==> config.mk <==
export PLATFORM = sky130hd
export DESIGN_NAME = mmio_timer
export DESIGN_NICKNAME = d
export VERILOG_FILES = /design/src/rtl/mmio_timer.sv
export SDC_FILE = /design/constraint.sdc
export NUM_CORES = 1
export LEC_CHECK = 0
export CAP_MARGIN = 20
export CORE_MARGIN = 2
export CORE_UTILIZATION = 35
export DETAILED_ROUTE_END_ITERATION = 6
export GPL_ROUTABILITY_DRIVEN = 0
export MAX_ROUTING_LAYER = met4
export PLACE_DENSITY = 0.61
export SETUP_SLACK_MARGIN = 0.1
export SYNTH_ARGS = -nofsm -noshare
export SYNTH_HDL_FRONTEND = slang
export SYNTH_SLANG_ARGS = --single-unit
==> constraint.sdc <==
create_clock -name i_clk -period 5.75 [get_ports i_clk]
set_clock_uncertainty 0.1 [all_clocks]
set_input_delay 0.575 -clock i_clk [delete_from_list [all_inputs] [get_ports i_clk]]
set_output_delay 0.575 -clock i_clk [all_outputs]
set_load 0.05 [all_outputs]
==> src/rtl/mmio_timer.sv <==
// mmio_timer -- memory-mapped prescaled timer peripheral on the LSU data port.
//
// Register map (i_addr[3:2]):
//   0 CTRL    [0] en, [1] auto_reload, [2] irq_en, [8 +: PRESCALE_W] prescale
//   1 COUNT   32-bit up-counter, read/write
//   2 COMPARE 32-bit compare value, read/write
//   3 STATUS  [0] sticky match flag, write 1 to bit 0 to clear
//
// Ports:
//   i_clk       clock, rising edge
//   i_rst       synchronous active-high reset
//   i_sel       region select from LSU address decode
//   i_wren      store request
//   i_rden      load request
//   i_addr      byte offset; [3:2] selects register, [1:0] ignored
//   i_wdata     store data
//   i_bytemask  per-byte write enables
//   o_rdata     registered load data, 0 when no load was issued
//   o_irq       interrupt level (flag & irq_en)

module mmio_timer #(
    parameter int          PRESCALE_W  = 8,
    parameter logic [31:0] COMPARE_RST = 32'hFFFF_FFFF
) (
    input  logic        i_clk,
    input  logic        i_rst,
    input  logic        i_sel,
    input  logic        i_wren,
    input  logic        i_rden,
    input  logic [3:0]  i_addr,
    input  logic [31:0] i_wdata,
    input  logic [3:0]  i_bytemask,
    output logic [31:0] o_rdata,
    output logic        o_irq
);

    localparam logic [1:0] ADDR_CTRL    = 2'd0;
    localparam logic [1:0] ADDR_COUNT   = 2'd1;
    localparam logic [1:0] ADDR_COMPARE = 2'd2;
    localparam logic [1:0] ADDR_STATUS  = 2'd3;

    logic                  r_en;
    logic                  r_auto;
    logic                  r_irq_en;
    logic [PRESCALE_W-1:0] r_prescale;
    logic [PRESCALE_W-1:0] r_pcnt;
    logic [31:0]           r_count;
    logic [31:0]           r_compare;
    logic                  r_flag;
    logic [31:0]           r_rdata;

    logic                  w_wr;
    logic                  w_rd;
    logic                  w_wr_ctrl;
    logic                  w_wr_count;
    logic                  w_wr_compare;
    logic                  w_w1c;
    logic                  w_tick;
    logic                  w_match;
    logic                  w_en_nxt;
    logic [PRESCALE_W-1:0] w_prescale_wr;
    logic [31:0]           w_ctrl;
    logic [31:0]           w_rmux;
    logic                  w_unused;

    function automatic logic [31:0] merge_bytes(input logic [31:0] old_val,
                                                input logic [31:0] new_val,
                                                input logic [3:0]  mask);
        logic [31:0] res;
        for (int b = 0; b < 4; b++) begin
            res[b*8 +: 8] = mask[b] ? new_val[b*8 +: 8] : old_val[b*8 +: 8];
        end
        return res;
    endfunction

    assign w_unused     = ^i_addr[1:0];

    assign w_wr         = i_sel & i_wren;
    assign w_rd         = i_sel & i_rden;
    assign w_wr_ctrl    = w_wr & (i_addr[3:2] == ADDR_CTRL);
    assign w_wr_count   = w_wr & (i_addr[3:2] == ADDR_COUNT);
    assign w_wr_compare = w_wr & (i_addr[3:2] == ADDR_COMPARE);
    assign w_w1c        = w_wr & (i_addr[3:2] == ADDR_STATUS) & i_bytemask[0] & i_wdata[0];

    assign w_tick       = r_en & (r_pcnt == r_prescale);
    assign w_match      = r_count == r_compare;

    // en as it will be after this edge; clearing en zeroes pcnt on the same edge
    assign w_en_nxt     = (w_wr_ctrl & i_bytemask[0]) ? i_wdata[0] : r_en;

    // prescale field may straddle byte lanes, so pick each bit by its own lane
    always_comb begin
        w_prescale_wr = r_prescale;
        for (int i = 0; i < PRESCALE_W; i++) begin
            if (i_bytemask[(8 + i) / 8]) begin
                w_prescale_wr[i] = i_wdata[8 + i];
            end
        end
    end

    always_comb begin
        w_ctrl                  = '0;
        w_ctrl[0]               = r_en;
        w_ctrl[1]               = r_auto;
        w_ctrl[2]               = r_irq_en;
        w_ctrl[8 +: PRESCALE_W] = r_prescale;
    end

    always_comb begin
        w_rmux = '0;
        case (i_addr[3:2])
            ADDR_CTRL:    w_rmux = w_ctrl;
            ADDR_COUNT:   w_rmux = r_count;
            ADDR_COMPARE: w_rmux = r_compare;
            ADDR_STATUS:  w_rmux = {31'b0, r_flag};
            default:      w_rmux = '0;
        endcase
    end

    always_ff @(posedge i_clk) begin
        if (i_rst) begin
            r_en       <= 1'b0;
            r_auto     <= 1'b0;
            r_irq_en   <= 1'b0;
            r_prescale <= '0;
            r_pcnt     <= '0;
            r_count    <= '0;
            r_compare  <= COMPARE_RST;
            r_flag     <= 1'b0;
            r_rdata    <= '0;
        end else begin
            if (w_wr_ctrl) begin
                if (i_bytemask[0]) begin
                    r_en     <= i_wdata[0];
                    r_auto   <= i_wdata[1];
                    r_irq_en <= i_wdata[2];
                end
                r_prescale <= w_prescale_wr;
            end

            if (!r_en || !w_en_nxt || w_tick) begin
                r_pcnt <= '0;
            end else begin
                r_pcnt <= r_pcnt + {{(PRESCALE_W-1){1'b0}}, 1'b1};
            end

            // a CPU write to COUNT suppresses both increment and compare
            if (w_wr_count) begin
                r_count <= merge_bytes(r_count, i_wdata, i_bytemask);
            end else if (w_tick) begin
                if (w_match && r_auto) begin
                    r_count <= '0;
                end else begin
                    r_count <= r_count + 32'd1;
                end
            end

            if (w_wr_compare) begin
                r_compare <= merge_bytes(r_compare, i_wdata, i_bytemask);
            end

            // tick-driven set wins over a simultaneous W1C
            if (w_tick && w_match && !w_wr_count) begin
                r_flag <= 1'b1;
            end else if (w_w1c) begin
                r_flag <= 1'b0;
            end

            r_rdata <= w_rd ? w_rmux : 32'd0;
        end
    end

    assign o_rdata = r_rdata;
    assign o_irq   = r_flag & r_irq_en;

endmodule

==> results.cfg, run 1 <==
[synthesis]
ys_top_cells_by_count = dfxtp_1, nand2_1, nor2_1
ys_ff_latch = 116
synth_most_common_cell = dfxtp_1
synth_cells = 708
synth_top_area_share = 0.398
synth_warnings = 0
synth_cell_types = 53
synth_ff_type = dfxtp_1
syn_area_per_cell_um2 = 8.24
synth_edf_count = 0
async_flop_share = 0
netlist_area_mm2 = 0.00584
synth_top_cell_by_area = dfxtp_1
syn_nets = 755
ys_seq_area_frac = 0.398
synth_area_leaders = dfxtp_1, nand2_1, xnor2_1

[routing]
routed_wl_um = 16900
drc = 0
wl_met2_um = 7630
topRoutingLayerUsed = met4
detail_route.wl_per_cell_um = 17.0
met1Wirelength_um = 7840
dr.pass1.iters = 5
final_antenna_net_count = 0
drtIter0Drc = 528
vias = 5214
routed_via_density = 5.26
met3_length_um = 1000

[setup_path]
crit_family = buffers and inverters
cp.arrival_ns = 3.55
cp.required_ns = 6.01
start_kind = primary input
path_cells = clkdlybuf4s50_1 > and4b_1 > buf_4 > and2_1 > a31oi_1 > buf_4 > nor4_1 > a222oi_1 > a21oi_1
cpMostUsedCell = buf_4
cp_max_fo = 21
slowest_stage = clkdlybuf4s50_1
cp_slowest_stage_delay_ns = 0.75
path_buf_inv = 3
cp-end-kind = flop
path_class = primary input to flop

[power]
max-vdd-ir-drop_mv = 0.201
p_per_area_mw_per_mm2 = 288
leakage_nw = 2.82
p_total_mw = 2.09

[global_route]
grt_max_degree = 42
grt_usage = 0.204
grt_pass1_vias = 4801
grt_pass1_wl_um = 27000
antenna_found_initial = 0
grt_overflow = 0

[clock_network]
clk_latency_ns = 0.43
cts_resized = 0
hold_buffers = 0
cts-root-buf = clkbuf_16
cts_num_sinks = 116
cts_buffer_depth = 2
tritoncts = built
cts_buffers = 17
post_cts_buffers = 0
htree_num_levels = 4
clk_pin_slew_ns = 0.05

[sta]
slew_headroom = 0.228
hold_slack_ns = 0.391
fin_setup_tns_ns = 0
period_needed_ns = 3.30
worst_pin_slew_ns = 1.16
fmax_mhz = 303
rsz0062_at_grt = false
fin_crit_sh = 0.574
setup_viol = 0
hold_viol = 0
slew_violations = 0

[placement]
port_buffers = 75
place_hpwl_um = 11500

[worst_hold_path]
hold_path.class = flop to flop

[layout]
num_antenna_cells = 0
nets = 806
layout-drive-gt1-share = 0.0764
syn_to_final_growth_pct = 24.5
fin_util = 0.441

[flow_run]
cap_viol_max_count = 0

[floorplan]
core-area_mm2 = 0.0165
die_x_um = 133
num_rows = 47
dieArea_mm2 = 0.0177
initial_core_util = 0.354
dieHeight_um = 133
pin_count = 78

[status]
status = finished clean
-- placed cells by master (no fill, tap or decap), drive strengths merged, types with 9 or more instances in the layout --
cell type | Yosys | layout
dfxtp | 116 | 116
mux2i | 19 | 19
inv | 13 | 13
nand2 | 100 | 100
nand4 | 14 | 14
nor2 | 82 | 82
nor4 | 9 | 9
xor2 | 13 | 13
nand3 | 62 | 62
and3 | 16 | 16
and2 | 15 | 15
nor3 | 12 | 12
a31oi | 11 | 11
clkdlybuf4s50 | 0 | 75
o21ai | 20 | 20
a22oi | 23 | 23
clkbuf | 27 | 22
a221oi | 9 | 9
a21oi | 35 | 35
xnor2 | 42 | 42
-- per-stage QoR --
stage / instance area, um2 / cells / worst slack (ns)
2_1_floorplan: 5840 / 708 / 3.71
3_3_place_gp: 6670 / 960 / 2.06
3_5_place_dp: 6670 / 960 / 2.03
4_1_cts: 7270 / 992 / 2.48
5_1_grt: 7270 / 992 / 2.25
6_report: 7270 / 992 / 2.45
-- layout make-up --
class / instances / area (um2)
Clock buffer: 22 / 464
Clock inverter: 10 / 130
Timing Repair Buffer: 83 / 811
Fill cell: 1642 / 9200
Tap cell: 220 / 275
Sequential cell: 116 / 2320
Inverter: 13 / 48.8
Multi-Input combinational cell: 528 / 3220
-- worst reg2reg max path: stages, from the launching register on --
cell	delay (ns)
dfxtp_1	0.46
xnor2_1	0.19
nand4_1	0.31
nor4_4	0.50
a31oi_4	0.48
a221oi_1	0.46
nor3_1	0.08
-- report_power, final --
part	switching [mW]	internal, mW
Sequential	0.0214	0.822
Clock	0.379	0.699
Combinational	0.0959	0.0735
-- worst paths after layout --
kind | from | cells after the start | slack [ns] | end
setup / recovery | i_addr[3] | 9 | 2.45 | r_count[27]$_SDFFE_PP0P_
hold / removal | r_pcnt[0]$_SDFF_PP0_ | 1 | 0.39 | r_pcnt[0]$_SDFF_PP0_
hold reg to reg | r_pcnt[0]$_SDFF_PP0_ | 1 | 0.39 | r_pcnt[0]$_SDFF_PP0_
setup reg to reg | r_count[19]$_SDFFE_PP0P_ | 6 | 3.03 | r_count[17]$_SDFFE_PP0P_
-- state kept, by name, summed over array words and instances (netlist names) --
name	count
r_en	1
r_auto	1
r_prescale	8
r_compare	32
r_flag	1
r_irq_en	1
o_rdata	32
r_count	32
r_pcnt	8
-- kinds of logic (layout without fill, tap and decap cells) --
group / count (synthesis) / count (layout) / synth area share
flip-flops: 116 / 116 / 0.398
multiplexers: 20 / 20 / 0.0364
AO/OA/AOI/OAI: 122 / 122 / 0.145
adder cells (fa/ha/maj): 2 / 2 / 0.00429
buffers and inverters: 64 / 128 / 0.0514
AND/OR/NAND/NOR: 329 / 329 / 0.279
XOR/XNOR: 55 / 55 / 0.0864
-- routing by layer --
metal / global-route usage / vias to the layer above
li1: - / 2581
met1: 0.278 / 2441
met2: 0.296 / 164
met3: 0.0426 / 28
met4: 0.0816 / 0
met5: - / -
No activity file was read; power rests on OpenSTA's default activity.
==> inputs of run 2 (changes only) <==
==> constraint.sdc (replaced) <==
create_clock -name i_clk -period 3.35 [get_ports i_clk]
set_clock_uncertainty 0.1 [all_clocks]
set_input_delay 0.335 -clock i_clk [delete_from_list [all_inputs] [get_ports i_clk]]
set_output_delay 0.335 -clock i_clk [all_outputs]
set_load 0.05 [all_outputs]
==> run 2 against run 1 <==
Hold slack got worse by 0.0022 ns. Register-to-register slack worse by 2.2 ns. Critical path depth down 2. Global-route usage fell by 0.20 points. Critical path type is now flop to flop. Critical endpoint is now r_count[18]$_SDFFE_PP0P_.
==> results.cfg, run 2 (synthesis results as in run 1) <==
[status]
status = finished clean

[setup_path]
crit_family = simple AND/OR/NAND/NOR gates
reg2reg_from = r_count[11]$_SDFFE_PP0P_
path_depth = 7
cp.arrival_ns = 2.67
endpoint = r_count[18]$_SDFFE_PP0P_
path_cells = xnor2_1 > nand4_1 > nor4_4 > a31oi_4 > buf_12 > a221oi_1 > nor3_1
cp-end-kind = flop
path_buf_inv = 1
start_kind = flop
r2r_cells = 7
r2r_slack_ns = 0.87
cp_slowest_stage_delay_ns = 0.44
cp.required_ns = 3.54
slowest_stage = nor4_4
timing.rr.end = r_count[18]$_SDFFE_PP0P_
cp_max_fo = 31
path_class = flop to flop
cp-startpoint = r_count[11]$_SDFFE_PP0P_

[routing]
routed_wl_um = 17100
routed_via_density = 5.24
detail_route.wl_per_cell_um = 17.2
final_antenna_net_count = 0
vias = 5224
drtIter0Drc = 516
drc = 0
dr.pass1.iters = 6

[layout]
final_common_cell = dfxtp_1
nets = 811
num_antenna_cells = 0
layout-drive-gt1-share = 0.0811
syn_to_final_growth_pct = 25.0
fin_util = 0.443
final_cell_mix = dfxtp_1, nand2_1, nor2_1, clkdlybuf4s50_1, nand3_1
nFillCells = 1684
final_cells = 997

[clock_network]
clk_pin_slew_ns = 0.05
cts_buffers = 17
htree_num_levels = 4
cts-root-buf = clkbuf_16
cts_num_sinks = 116
clk_latency_ns = 0.42
tritoncts = built
post_cts_buffers = 0
cts_resized = 0
cts_buffer_depth = 2
hold_buffers = 0

[global_route]
grt_pass1_vias = 4775
grt-busiest-layer = met2
grt_usage = 0.202
grt_max_degree = 41
met3_usage = 0.0491
grt_pass1_wl_um = 26800
met1_usage = 0.271
grt_overflow = 0
use_met2 = 0.305
antenna_found_initial = 0

[sta]
rsz0062_at_grt = false
fmax_mhz = 403
fin_setup_tns_ns = 0
fin_crit_sh = 0.740
slew_violations = 0
worst_pin_slew_ns = 0.635
slew_headroom = 0.575
setup_ws_ns = 0.870
setup_viol = 0
hold_viol = 0
period_needed_ns = 2.48

[power]
leakage_nw = 2.84
max-vdd-ir-drop_mv = 0.363
p_total_mw = 3.52
p_per_area_mw_per_mm2 = 482

[placement]
dp.cells = 965
place_hpwl_um = 11900
dp_worst_setup_slack_ns = 0.599
port_buffers = 75

[floorplan]
core-area_mm2 = 0.0165
dieHeight_um = 133
num_rows = 47
pin_count = 78
initial_core_util = 0.354
die_x_um = 133
dieArea_mm2 = 0.0177

[worst_hold_path]
hold_path.class = flop to flop

[flow_run]
cap_viol_max_count = 0
[run 2: power breakdown]
group,switching [mW],internal [mW],leakage [nW],total (mW)
Clock,0.650,1.13,0.277,1.78
Combinational,0.166,0.129,1.62,0.296
Sequential,0.0367,1.41,0.939,1.45
[run 2: layer usage]
metal	vias up	part of all wire
met4	0	0.012
met2	171	0.46
met5	-	0
met3	20	0.060
li1	2606	-
met1	2427	0.47
[run 2: cell type report]
| cell class | count | area (um2) | share of cell area |
|---|---|---|---|
| Sequential cell | 116 | 2320 | 0.318 |
| Multi-Input combinational cell | 528 | 3220 | 0.441 |
| Tap cell | 220 | 275 | 0.0377 |
| Timing Repair Buffer | 88 | 861 | 0.118 |
| Clock buffer | 23 | 468 | 0.0641 |
| Clock inverter | 9 | 104 | 0.0142 |
| Inverter | 13 | 48.8 | 0.00669 |
[run 2: worst min-delay path by stage]
stage | startpoint | endpoint | slack, ns | cells after the start
2_1_floorplan | r_pcnt[0]$_SDFF_PP0_ | r_pcnt[0]$_SDFF_PP0_ | 0.35 | 1
3_5_place_dp | r_pcnt[0]$_SDFF_PP0_ | r_pcnt[0]$_SDFF_PP0_ | 0.38 | 1
3_3_place_gp | r_pcnt[0]$_SDFF_PP0_ | r_pcnt[0]$_SDFF_PP0_ | 0.38 | 1
4_1_cts | r_pcnt[0]$_SDFF_PP0_ | r_pcnt[0]$_SDFF_PP0_ | 0.39 | 1
6_report | r_pcnt[0]$_SDFF_PP0_ | r_pcnt[0]$_SDFF_PP0_ | 0.39 | 1
5_1_grt | r_compare[11]$_SDFFE_PP1P_ | r_compare[11]$_SDFFE_PP1P_ | 0.41 | 2
[run 2: stage by stage]
step | area [um2] | hold WS, ns
global placement | 6720 | 0.376
detailed placement | 6720 | 0.383
floorplan | 5840 | 0.351
CTS | 7300 | 0.394
finish | 7300 | 0.389
global route | 7300 | 0.413
[run 2: worst register-to-register path, stage by stage, from the launching register on]
cell and delay [ns]:
dfxtp_1 0.35, xnor2_1 0.39, nand4_1 0.25, nor4_4 0.44
a31oi_4 0.23, buf_12 0.23, a221oi_1 0.27, nor3_1 0.08
